--- config.mk ---
export PLATFORM = sky130hd
export DESIGN_NAME = imm_extend
export DESIGN_NICKNAME = d
export VERILOG_FILES = /design/src/rtl/imm_pkg.sv /design/src/rtl/imm_extend_comb.sv /design/src/rtl/imm_extend.sv
export SDC_FILE = /design/constraint.sdc
export NUM_CORES = 1
export LEC_CHECK = 0
export BUFFER_PORTS_ARGS = -buffer_cell sky130_fd_sc_hd__buf_2
export CORE_MARGIN = 4
export CORE_UTILIZATION = 47
export DETAILED_ROUTE_END_ITERATION = 7
export HOLD_SLACK_MARGIN = 0.03
export PLACE_DENSITY = 0.79
export REMOVE_ABC_BUFFERS = 1
export SYNTH_ARGS = -nofsm -noshare
export SYNTH_HDL_FRONTEND = slang
export SYNTH_SLANG_ARGS = --single-unit
--- constraint.sdc ---
create_clock -name clk -period 0.9 [get_ports clk]
set_input_delay 0.135 -clock clk [delete_from_list [all_inputs] [get_ports clk]]
set_output_delay 0.135 -clock clk [all_outputs]
set_load 0.02 [all_outputs]
--- src/rtl/imm_pkg.sv ---
// Shared types and constants for the RV32I immediate generator.
package imm_pkg;

  // Datapath width of the extended immediate (RV32I).
  localparam int IMM_W = 32;

  // Immediate format select; encodings 3'b101..3'b111 are reserved.
  typedef enum logic [2:0] {
    IMM_I = 3'b000,
    IMM_S = 3'b001,
    IMM_B = 3'b010,
    IMM_J = 3'b011,
    IMM_U = 3'b100
  } imm_src_t;

endpackage : imm_pkg

--- src/rtl/imm_extend_comb.sv ---
// Combinational immediate reassembly and sign extension.
// Usable on its own by any consumer that needs the immediate unregistered.
module imm_extend_comb
  import imm_pkg::*;
(
  input  logic [31:7]      instr,
  input  imm_src_t         imm_src,
  output logic [IMM_W-1:0] imm_ext
);

  // Select the immediate layout; reserved encodings yield zero, never X.
  always_comb begin
    imm_ext = 32'h0000_0000;
    case (imm_src)
      IMM_I:   imm_ext = {{20{instr[31]}}, instr[31:20]};
      IMM_S:   imm_ext = {{20{instr[31]}}, instr[31:25], instr[11:7]};
      IMM_B:   imm_ext = {{20{instr[31]}}, instr[7], instr[30:25], instr[11:8], 1'b0};
      IMM_J:   imm_ext = {{12{instr[31]}}, instr[19:12], instr[20], instr[30:21], 1'b0};
      IMM_U:   imm_ext = {instr[31:12], 12'h000};
      default: imm_ext = 32'h0000_0000;
    endcase
  end

endmodule : imm_extend_comb

--- src/rtl/imm_extend.sv ---
// Registered immediate generator feeding the ID/EX boundary.
// The extended immediate appears one clock after an enabled capture;
// en low stalls the register and holds the previous value.
module imm_extend
  import imm_pkg::*;
(
  input  logic             clk,
  input  logic             reset_n,
  input  logic             en,
  input  logic [31:7]      instr,
  input  logic [2:0]       ImmSrc,
  output logic [IMM_W-1:0] ImmExt
);

  logic [IMM_W-1:0] imm_next_s;
  logic [IMM_W-1:0] imm_r;

  imm_extend_comb u_comb (
    .instr   (instr),
    .imm_src (imm_src_t'(ImmSrc)),
    .imm_ext (imm_next_s)
  );

  // Capture the next immediate on enabled edges; clear at once on reset.
  always_ff @(posedge clk or negedge reset_n) begin
    if (!reset_n) begin
      imm_r <= 32'h0000_0000;
    end else if (en) begin
      imm_r <= imm_next_s;
    end else begin
      imm_r <= imm_r;
    end
  end

  assign ImmExt = imm_r;

endmodule : imm_extend

==> results by group <==
Route
  • Number of nets still failing antenna checks after routing: 0
  • Detailed-route wire length: 4.845 mm
  • Via count: approximately 1500
  • DR DRC count: 0
  • Wire length the detailed router placed on met1: 1.725 mm
  • Routed wire per std cell: 16.94 microns
  • Wire length on met2: between 2 and 3 mm
  • Total iterations of the first detailed-routing run: 4
  • Metal3 WL: 300 microns
  • Vias per inst: between 5 and 6
  • Violation count after the first detailed-route iteration: ~110
  • Uppermost routed layer: met4

Logic synthesis
  • Syn Inst Count: 137
  • Post-synth design cell area: 1505 sq um
  • Post-synth top flop: sky130_fd_sc_hd__dfrtp_1
  • Share of async-settable or async-resettable flops after synthesis: 1.000
  • Proportion of synthesized chip area in sequential cells: 0.5320
  • Warnings, synthesis: 0
  • Yosys cell types: 23
  • Number of storage elements in the synthesis netlist: 32
  • Number of synthesized flops with an enable pin: 0
  • Mapped Avg Cell Area: around 11 sq um

Layout
  • Number of standard cells in the final layout excluding fillers: between 200 and 300
  • Area of all sequential standard cells: 800.8 sq um
  • Number of flip-flops under the largest register name: 32
  • Utilization after layout: 0.8242
  • Fraction of final layout cells with drive strength greater than 1: 0.5537
  • Total Nets Final: roughly 270
  • Area delta synth->final: 67.17%
  • Fill cell total of the finished layout: 180
  • Diode count: 0
  • Area of the multi-input gates: ~650 sq um

STA
  • RSZ-0062 raised after global routing: true
  • Skew final: 0 ns
  • Fraction of the cycle the final worst path needs: 1.161
  • Actual slew at the worst max-slew pin: roughly 0.37 ns
  • Number of setup violations in the final report: 34
  • Total count of max-transition violations in the final report: 0
  • Final worst setup slack: -0.1450 ns
  • Final hold vios: 0
  • Achievable Freq: 957.0 MHz
  • Slew headroom: 0.7502
  • Tmin final: about 1.0 ns
  • Sum of negative setup slack: -3.786 ns

CTS
  • Post-CTS clock slew at the launch and capture registers of the worst setup and hold paths: 0.11 ns
  • Clk sinks: 32
  • Clock Root Buffer: sky130_fd_sc_hd__clkbuf_4
  • Number of buffers created by CTS: 5
  • Maximum buffer depth of the clock tree: 2
  • TritonCTS clock tree: yes
  • H-tree depth reported by CTS: 2
  • Clock insertion delay at the later pin of the skew report: between 0.3 and 0.4 ns

Critical path
  • Cell breakdown of the critical path: buf_6
  • Path depth of the worst reg2reg path: 3
  • WP depth: 1
  • Largest stage delay on the critical path: 0.43 ns
  • Count of buffer and inverter cells on the critical path: 1
  • Data arrival time of the worst path: about 0.91 ns
  • Critical setup path kind: reg2out
  • Worst path top cell family by delay: flip-flops
  • Endpoint required time on the critical path: around 0.76 ns
  • Highest-delay cell along the critical path: sky130_fd_sc_hd__dfrtp_1
  • Maximum fanout encountered on the critical timing path: 2
  • Setup crit start kind: register
  • Kind of end point of the critical path: primary output

Power and ir drop
  • Total power per unit cell area: ~1500 nW/um^2
  • Leakage power: ~1.2 nW
  • Worst VDD drop: 0.9566 mV

Min path
  • Type of the most critical hold path: in2reg
  • Number of cells on the worst hold path: 3

Global routing
  • Initial antenna violation count: 0
  • Pin count of the biggest net entering global routing: 22
  • Global-route wire length before repair: 7.107 mm
  • Total GRT Usage: 0.2235
  • Overflow left after global routing: 0
  • Vias in the first global route: 1536

Floorplanning
  • Vertical extent of the die: 64.59 microns
  • Floorplan core area: 3053 sq um
  • Initial Utilization: 0.4930
  • Count of standard-cell rows: 20
  • Number of ports placed on the die boundary: 63
  • Die X: 64.59 microns
  • Full die area: 4172 sq um

Place
  • Port Buffer Count: 62
  • Detail Placement HPWL: 2.960 mm
  • Placed instance count: 252
  • RePlAce Congestion: 0.7934

Run status
  • Violations in the final reports: negative setup slack
  • Status: complete, but fails checks

Job
  • Number of max-cap violations: 0
## where the power goes
part           switching, W  internal, W
sequential         0.000115      0.00157
combinational      0.000571     0.000655
clock              0.000494     0.000443
total               0.00118      0.00267
## cells in the mapped netlist, types with 4 or more instances
cell	number	area, sq um
sky130_fd_sc_hd__mux2i_1	6	60.06
sky130_fd_sc_hd__dfrtp_1	32	800.8
sky130_fd_sc_hd__nand2_1	7	26.28
sky130_fd_sc_hd__clkbuf_1	5	18.77
sky130_fd_sc_hd__a21oi_1	11	55.05
sky130_fd_sc_hd__o22ai_2	8	100.1
sky130_fd_sc_hd__nor2_1	9	33.78
sky130_fd_sc_hd__o2bb2ai_1	12	105.1
sky130_fd_sc_hd__nand3b_1	6	45.04
sky130_fd_sc_hd__o21ai_0	15	75.07
sky130_fd_sc_hd__inv_1	8	30.03
sky130_fd_sc_hd__o31ai_1	4	30.03
sky130_fd_sc_hd__buf_2	4	20.02
## timing repair
item                                    4_1_cts  5_1_grt
hold endpoints to repair                     32        0
gates resized for setup                      71        7
pin swaps                                     0        2
hold buffers                                  1        0
endpoints found under the setup margin       33       36
buffers inserted                             15       11
## logic make-up (layout without fill, tap and decap cells)
family | Yosys count | count (layout) | synth area share
AOI/OAI and AO/OA | 55 | 55 | 0.2768
DFF | 32 | 32 | 0.5320
and+or+nand+nor | 24 | 24 | 0.08230
buffers and inverters | 19 | 124 | 0.05819
muxes | 6 | 6 | 0.03990
xor gates and xnor gates | 1 | 1 | 0.01081
## worst paths after layout
| kind | slack, ns | start | to |
|---|---|---|---|
| min in group asynchronous | 0.26 | reset_n | ImmExt[23]$_DFFE_PN0P_ |
| max in group asynchronous | 0.22 | reset_n | ImmExt[10]$_DFFE_PN0P_ |
| hold reg to reg | 0.53 | ImmExt[20]$_DFFE_PN0P_ | ImmExt[20]$_DFFE_PN0P_ |
| setup reg to reg | -0.03 | ImmExt[11]$_DFFE_PN0P_ | ImmExt[11]$_DFFE_PN0P_ |
| hold / removal | 0.05 | instr[15] | ImmExt[15]$_DFFE_PN0P_ |
| setup / recovery | -0.14 | ImmExt[28]$_DFFE_PN0P_ | ImmExt[28] |
## metrics by stage
stage	area [sq um]	hold slack, ns	setup slack, ns	power (W)
after floorplan	1448	-0.1606	-0.2484	0.002098
after global placement	2013	0.03073	-0.1383	0.002503
after detailed placement	2013	0.03956	-0.1983	0.002538
after CTS	2409	0.04412	-0.1411	0.003730
after global routing	2516	0.03708	-0.1783	0.004019
final	2516	0.05097	-0.1450	0.003845
## area by class of cell
cell class | instances | share of cell area
Sequential cell | 32 | 0.3183
Clock buffer | 7 | 0.02586
Tap cell | 44 | 0.02188
Inverter | 8 | 0.01193
Timing Repair Buffer | 109 | 0.3655
Multi-Input combinational cell | 86 | 0.2566
## cell usage in the layout (no fill, tap or decap), types with 7 or more instances in the layout
master | Yosys | final
sky130_fd_sc_hd__buf_6 | 1 | 33
sky130_fd_sc_hd__o22ai_2 | 8 | 8
sky130_fd_sc_hd__nand2_1 | 7 | 7
sky130_fd_sc_hd__dfrtp_1 | 32 | 32
sky130_fd_sc_hd__buf_4 | 1 | 41
sky130_fd_sc_hd__a21oi_1 | 11 | 11
sky130_fd_sc_hd__inv_1 | 8 | 8
sky130_fd_sc_hd__o21ai_0 | 15 | 10
sky130_fd_sc_hd__o2bb2ai_1 | 12 | 11
sky130_fd_sc_hd__buf_2 | 4 | 30
## layer usage
layer	vias to the layer above	GRT usage
met2	72	0.4291
li1	700	-
met5	-	0
met4	0	0.05541
met1	744	0.2404
met3	18	0.05893
Power figures use the tool's default switching activity.
